$ cat src/rtl/fpsub_seq.sv
// fpsub_seq: multi-cycle binary32 subtractor, s = a - b.
// Alignment and normalization shift one bit per cycle.
// Optional feature: define FPSUB_RNE_EN to get round-to-nearest-even. Without it,
// results are truncated and overflow saturates to the largest finite value.
// Denormal inputs and underflowing results are flushed to signed zero.
module fpsub_seq (
    input  logic        clk,
    input  logic        rst_n,
    input  logic        start,
    input  logic [31:0] a,
    input  logic [31:0] b,
    output logic        busy,
    output logic        done,
    output logic [31:0] s,
    output logic        invalid
);

    typedef enum logic [2:0] {
        S_IDLE  = 3'd0,
        S_CHECK = 3'd1,
        S_ALIGN = 3'd2,
        S_ADD   = 3'd3,
        S_NORM  = 3'd4,
        S_ROUND = 3'd5,
        S_DONE  = 3'd6
    } state_t;

    localparam logic [31:0] QNAN = 32'h7FC0_0000;

    state_t state_q, state_d;

    // Captured operands; sb_q already holds the flipped sign of b.
    logic        sa_q, sa_d, sb_q, sb_d;
    logic [7:0]  ea_q, ea_d, eb_q, eb_d;
    logic [22:0] fa_q, fa_d, fb_q, fb_d;

    // Working datapath: result sign/exponent, larger and smaller 27-bit mantissas.
    // Mantissa layout: [26] hidden bit, [25:3] fraction, [2] guard, [1] round, [0] sticky.
    logic        sign_q, sign_d;
    logic [8:0]  exp_q, exp_d;
    logic [26:0] mbig_q, mbig_d;
    logic [26:0] msml_q, msml_d;
    logic [4:0]  cnt_q, cnt_d;
    logic        sub_q, sub_d;
    logic        zero_q, zero_d;
    logic        flush_q, flush_d;

    // Result registers, loaded only on entry to DONE.
    logic [31:0] s_q, s_d;
    logic        inv_q, inv_d;

    // Operand classification and special-case result.
    logic        a_nan, b_nan, a_inf, b_inf, a_zero, b_zero;
    logic        chk_special;
    logic [31:0] spec_res;
    logic        spec_inv;
    logic        a_ge_b;
    logic [7:0]  e_big, e_sml, e_diff;
    logic [22:0] f_big, f_sml;

    // Add/normalize/round helpers.
    logic [27:0] sum;
    logic        norm_exit;
    logic [23:0] mant24;
    logic        rnd_inc;
    logic [24:0] mant25;
    logic [8:0]  exp_r;
    logic [22:0] frac_r;
    logic [31:0] rnd_res;

    // Classify captured operands and build the special-case result.
    always_comb begin
        a_nan  = (ea_q == 8'hFF) && (fa_q != 23'd0);
        b_nan  = (eb_q == 8'hFF) && (fb_q != 23'd0);
        a_inf  = (ea_q == 8'hFF) && (fa_q == 23'd0);
        b_inf  = (eb_q == 8'hFF) && (fb_q == 23'd0);
        a_zero = (ea_q == 8'd0);
        b_zero = (eb_q == 8'd0);
        chk_special = a_nan | b_nan | a_inf | b_inf | a_zero | b_zero;
        spec_res = 32'd0;
        spec_inv = 1'b0;
        if (a_nan || b_nan) begin
            spec_res = QNAN;
            spec_inv = 1'b1;
        end else if (a_inf && b_inf) begin
            // Opposite effective signs means inf - inf of like-signed operands.
            if (sa_q != sb_q) begin
                spec_res = QNAN;
                spec_inv = 1'b1;
            end else begin
                spec_res = {sa_q, 8'hFF, 23'd0};
            end
        end else if (a_inf) begin
            spec_res = {sa_q, 8'hFF, 23'd0};
        end else if (b_inf) begin
            spec_res = {sb_q, 8'hFF, 23'd0};
        end else if (a_zero && b_zero) begin
            // Only (-0) - (+0) keeps the negative sign.
            spec_res = {sa_q & sb_q, 31'd0};
        end else if (a_zero) begin
            spec_res = {sb_q, eb_q, fb_q};
        end else begin
            spec_res = {sa_q, ea_q, fa_q};
        end

        a_ge_b = {ea_q, fa_q} >= {eb_q, fb_q};
        e_big  = a_ge_b ? ea_q : eb_q;
        e_sml  = a_ge_b ? eb_q : ea_q;
        f_big  = a_ge_b ? fa_q : fb_q;
        f_sml  = a_ge_b ? fb_q : fa_q;
        e_diff = e_big - e_sml;
    end

    // Mantissa add/subtract, normalization exit test and rounding/packing.
    always_comb begin
        if (sub_q) begin
            sum = {1'b0, mbig_q} - {1'b0, msml_q};
        end else begin
            sum = {1'b0, mbig_q} + {1'b0, msml_q};
        end

        norm_exit = zero_q | mbig_q[26] | (exp_q == 9'd1) | mbig_q[25];

        mant24 = mbig_q[26:3];
`ifdef FPSUB_RNE_EN
        rnd_inc = mbig_q[2] & (mbig_q[1] | mbig_q[0] | mant24[0]);
`else
        rnd_inc = 1'b0;
`endif
        mant25 = {1'b0, mant24} + {24'd0, rnd_inc};
        exp_r  = exp_q + {8'd0, mant25[24]};
        frac_r = mant25[24] ? mant25[23:1] : mant25[22:0];

        if (zero_q) begin
            rnd_res = 32'd0;
        end else if (flush_q) begin
            rnd_res = {sign_q, 31'd0};
        end else if (exp_r >= 9'd255) begin
`ifdef FPSUB_RNE_EN
            rnd_res = {sign_q, 8'hFF, 23'd0};
`else
            rnd_res = {sign_q, 8'hFE, 23'h7F_FFFF};
`endif
        end else begin
            rnd_res = {sign_q, exp_r[7:0], frac_r};
        end
    end

    // Datapath next-state: each FSM state advances its own piece of the operation.
    always_comb begin
        sa_d    = sa_q;
        sb_d    = sb_q;
        ea_d    = ea_q;
        eb_d    = eb_q;
        fa_d    = fa_q;
        fb_d    = fb_q;
        sign_d  = sign_q;
        exp_d   = exp_q;
        mbig_d  = mbig_q;
        msml_d  = msml_q;
        cnt_d   = cnt_q;
        sub_d   = sub_q;
        zero_d  = zero_q;
        flush_d = flush_q;
        s_d     = s_q;
        inv_d   = inv_q;
        case (state_q)
            S_IDLE: begin
                if (start) begin
                    sa_d    = a[31];
                    ea_d    = a[30:23];
                    fa_d    = a[22:0];
                    sb_d    = ~b[31];
                    eb_d    = b[30:23];
                    fb_d    = b[22:0];
                    zero_d  = 1'b0;
                    flush_d = 1'b0;
                end
            end
            S_CHECK: begin
                if (chk_special) begin
                    s_d   = spec_res;
                    inv_d = spec_inv;
                end else begin
                    sign_d = a_ge_b ? sa_q : sb_q;
                    exp_d  = {1'b0, e_big};
                    mbig_d = {1'b1, f_big, 3'b000};
                    msml_d = {1'b1, f_sml, 3'b000};
                    // Beyond 26 shifts the smaller operand is already pure sticky.
                    cnt_d  = (e_diff > 8'd26) ? 5'd26 : e_diff[4:0];
                    sub_d  = sa_q ^ sb_q;
                end
            end
            S_ALIGN: begin
                msml_d = {1'b0, msml_q[26:2], msml_q[1] | msml_q[0]};
                cnt_d  = cnt_q - 5'd1;
            end
            S_ADD: begin
                if (sum == 28'd0) begin
                    zero_d = 1'b1;
                    sign_d = 1'b0;
                    mbig_d = 27'd0;
                end else if (sum[27]) begin
                    mbig_d = {sum[27:2], sum[1] | sum[0]};
                    exp_d  = exp_q + 9'd1;
                end else begin
                    mbig_d = sum[26:0];
                end
            end
            S_NORM: begin
                if (!zero_q && !mbig_q[26]) begin
                    if (exp_q == 9'd1) begin
                        flush_d = 1'b1;
                    end else begin
                        mbig_d = {mbig_q[25:0], 1'b0};
                        exp_d  = exp_q - 9'd1;
                    end
                end
            end
            S_ROUND: begin
                s_d   = rnd_res;
                inv_d = 1'b0;
            end
            default: ;
        endcase
    end

    // Datapath and result registers.
    always_ff @(posedge clk or negedge rst_n) begin
        if (!rst_n) begin
            sa_q    <= 1'b0;
            sb_q    <= 1'b0;
            ea_q    <= 8'd0;
            eb_q    <= 8'd0;
            fa_q    <= 23'd0;
            fb_q    <= 23'd0;
            sign_q  <= 1'b0;
            exp_q   <= 9'd0;
            mbig_q  <= 27'd0;
            msml_q  <= 27'd0;
            cnt_q   <= 5'd0;
            sub_q   <= 1'b0;
            zero_q  <= 1'b0;
            flush_q <= 1'b0;
            s_q     <= 32'd0;
            inv_q   <= 1'b0;
        end else begin
            sa_q    <= sa_d;
            sb_q    <= sb_d;
            ea_q    <= ea_d;
            eb_q    <= eb_d;
            fa_q    <= fa_d;
            fb_q    <= fb_d;
            sign_q  <= sign_d;
            exp_q   <= exp_d;
            mbig_q  <= mbig_d;
            msml_q  <= msml_d;
            cnt_q   <= cnt_d;
            sub_q   <= sub_d;
            zero_q  <= zero_d;
            flush_q <= flush_d;
            s_q     <= s_d;
            inv_q   <= inv_d;
        end
    end

    // FSM state register.
    always_ff @(posedge clk or negedge rst_n) begin
        if (!rst_n) begin
            state_q <= S_IDLE;
        end else begin
            state_q <= state_d;
        end
    end

    // FSM next-state logic.
    always_comb begin
        state_d = state_q;
        case (state_q)
            S_IDLE:  if (start) state_d = S_CHECK;
            S_CHECK: begin
                if (chk_special) begin
                    state_d = S_DONE;
                end else if (ea_q == eb_q) begin
                    state_d = S_ADD;
                end else begin
                    state_d = S_ALIGN;
                end
            end
            S_ALIGN: if (cnt_q == 5'd1) state_d = S_ADD;
            S_ADD:   state_d = S_NORM;
            S_NORM:  if (norm_exit) state_d = S_ROUND;
            S_ROUND: state_d = S_DONE;
            S_DONE:  state_d = S_IDLE;
            default: state_d = S_IDLE;
        endcase
    end

    // FSM outputs.
    always_comb begin
        busy    = (state_q != S_IDLE);
        done    = (state_q == S_DONE);
        s       = s_q;
        invalid = inv_q;
    end

endmodule
$ cat config.mk
export PLATFORM = sky130hd
export DESIGN_NAME = fpsub_seq
export DESIGN_NICKNAME = d
export VERILOG_FILES = /design/src/rtl/fpsub_seq.sv
export SDC_FILE = /design/constraint.sdc
export NUM_CORES = 1
export LEC_CHECK = 0
export ABC_AREA = 1
export BUFFER_PORTS_ARGS = -buffer_cell sky130_fd_sc_hd__buf_2
export CAP_MARGIN = 40
export CORE_UTILIZATION = 55
export DETAILED_ROUTE_END_ITERATION = 10
export MAX_ROUTING_LAYER = met4
export PLACE_DENSITY = 0.75
export SYNTH_ARGS = -nofsm -noshare
export SYNTH_HDL_FRONTEND = slang
export SYNTH_SLANG_ARGS = --single-unit
$ cat constraint.sdc
create_clock -name clk -period 3.9 [get_ports clk]
set_input_delay 0.39 -clock clk [delete_from_list [all_inputs] [get_ports clk]]
set_output_delay 0.39 -clock clk [all_outputs]
set_load 0.01 [all_outputs]
==> out/metrics.csv <==
metric,value,unit
drt-vias-per-instance,5.91,
seq_area_frac_synth,33.4,%
grt_pass1_wl,71.4,mm
die_area,24000,um^2
rsz0062_at_grt,yes,
first_pass_iters,5,
maxSlewViolCount,0,
die_w,155,um
core.rowCount,55,
cts_buffers,17,
worst_path_largest_cell_delay,400,ps
htree_levels,4,
die_h,155,um
finalHoldViolations,0,
drt_iter0_drc,1661,
max_freq,0.248,GHz
antenna_found_initial,2,
yosysTopAreaCellShare,33.4,%
cap_violations,0,
worst_path_max_delay_cell,dfrtp_1,
async_reset_ff_share,100,%
syn_nets,1974,
slew_headroom,37.1,%
syn_area,12900,um^2
outcome,"finished, violations left",
cts.sinks,172,
syn_inst,1839,
dp.final_hpwl,34.8,mm
yosysWarnings,0,
clk_pin_slew,90,ps
avgSynthCellArea,7.01,um^2
grt-ovfl-total,0,
worstMarginPinSlew,942,ps
cp_max_fo,3,
layout_commonest_cell,nand2_1,
skew,23.6,ps
postLayoutCoreUtil,71.0,%
startpoint_type,flip-flop,
wl,46.2,mm
arrival,4420,ps
ant_nets,0,
fin_nets,2179,
ys_types,53,
worstSkewPairLatency,460,ps
drc,0,
gp_congestion,1.08,
io_buffers,101,
grt_start_max_net_pins,91,
ys.flop_type,dfrtp_1,
crit_type,flip-flop to flip-flop,
worst_ep_required_time,4280,ps
cts-root-buf,clkbuf_16,
min_period,4040,ps
synth-edff-count,0,
grt_pass1_vias,13000,
cts_tree,yes,
vias,14000,
drive_gt1_share,22.5,%
synth-seq-cells,172,
finalSetupViolCount,18,
wire_per_inst,19.5,um
synth_area_leaders,"dfrtp_1 33%, nand2_1 12%, o21ai_0 8.4%, ha_1 6.5%, inv_1 6.4%",
violations,negative setup slack,
final_cell_mix,"394 x nand2_1, 206 x inv_1, 196 x o21ai_0, 172 x dfrtp_1, 138 x buf_4",
tns,-796,ps
coreArea,22800,um^2
min_path_type,primary input to flip-flop,
fin_crit_sh,104,%
fin_ws,-137,ps
start_util,56.6,%
cts_max_path_buffers,2,
synthToLayoutAreaGrowth,25.5,%
grtUsageTotal,40.1,%
worstSetupEndpointType,flip-flop,
num_io_pins,102,
synth.largest_area_cell,dfrtp_1,
-- per-stage QoR --
step                      cell area (um^2)  setup slack (ps)  std cells  hold slack [ps]
final                                16200              -137       2372              141
after detailed placement             14600              -467       2313              222
after CTS                            15700             -49.0       2357              127
after global placement               14600              -448       2312              466
after global routing                 16200              -433       2372              128
after floorplan                      12900              17.1       1839             94.4
-- layer usage --
metal / share of wire (%) / up-vias / track usage (%) / wire (um)
met2: 43 / 727 / 57.4 / 19900
met1: 44 / 6606 / 57.1 / 20400
met5: 0 / - / - / 0
li1: - / 6604 / - / -
met4: 2.1 / 0 / 10.7 / 977
met3: 11 / 79 / 8.72 / 4920
-- registers in the layout, summed over array words and instances, names as in the netlist --
signal,flops
sub_q,1
exp_q,9
zero_q,1
eb_q,8
invalid,1
sign_q,1
state_q,3
s,32
fb_q,23
flush_q,1
sb_q,1
mbig_q,27
msml_q,27
fa_q,23
sa_q,1
ea_q,8
cnt_q,5
-- what timing repair did --
action,4_1_cts,5_1_grt
pin swaps,24,28
hold buffers,1,0
hold endpoints to repair,13,0
setup buffers,9,12
cloned,2,1
setup endpoints to repair,38,38
resized for setup,79,97
-- cell type report --
cell class                 count  area [um^2]
fill                        1952         6600
clock inverter                15          190
timing repair buffer         258         1890
antenna                        2         5.00
multi-input combinational   1362         8090
clock buffer                  17          425
inverter                     233          877
tap                          313          392
sequential                   172         4300
-- cell usage after synthesis (26+ instances only) --
| library cell | instances |
|---|---|
| nand3_1 | 86 |
| clkbuf_1 | 42 |
| o21ai_0 | 217 |
| a31oi_1 | 31 |
| nand2_1 | 419 |
| nor2_1 | 158 |
| inv_1 | 218 |
| buf_2 | 26 |
| xor2_1 | 38 |
| o211ai_1 | 26 |
| ha_1 | 67 |
| a21oi_1 | 108 |
| dfrtp_1 | 172 |
-- final timing paths --
| path | slack [ps] | cells past startpoint | startpoint | end |
|---|---|---|---|---|
| max reg2reg | -140 | 27 | msml_q[0] | zero_q |
| max | -140 | 27 | msml_q[0] | zero_q |
| min in group asynchronous | 320 | 2 | rst_n | exp_q[6] |
| min reg2reg | 500 | 2 | cnt_q[1] | cnt_q[1] |
| max in group asynchronous | 2510 | 4 | rst_n | mbig_q[8] |
| min | 140 | 3 | a[4] | fa_q[4] |
-- kinds of logic after synthesis --
group                    after synthesis  share of synthesized area [%]
AO/OA/AOI/OAI                        480                           21.8
adder cells (fa/ha/maj)               68                           6.66
XOR/XNOR                              49                           3.33
buffers and inverters                305                           9.28
AND/OR/NAND/NOR                      765                           25.5
flip-flops                           172                           33.4
-- worst max-delay path, delay by kind of cell (launching register included) --
family / cells / cell delay (ps)
xor gates and xnor gates: 2 / 370
and+or+nand+nor: 15 / 1810
adders and majority gates: 1 / 350
AOI/OAI and AO/OA: 1 / 110
DFF: 1 / 400
buffers and inverters: 8 / 900
Power is not shown: default switching activity piles up to over one toggle a cycle in this logic, so the estimate is an artifact.
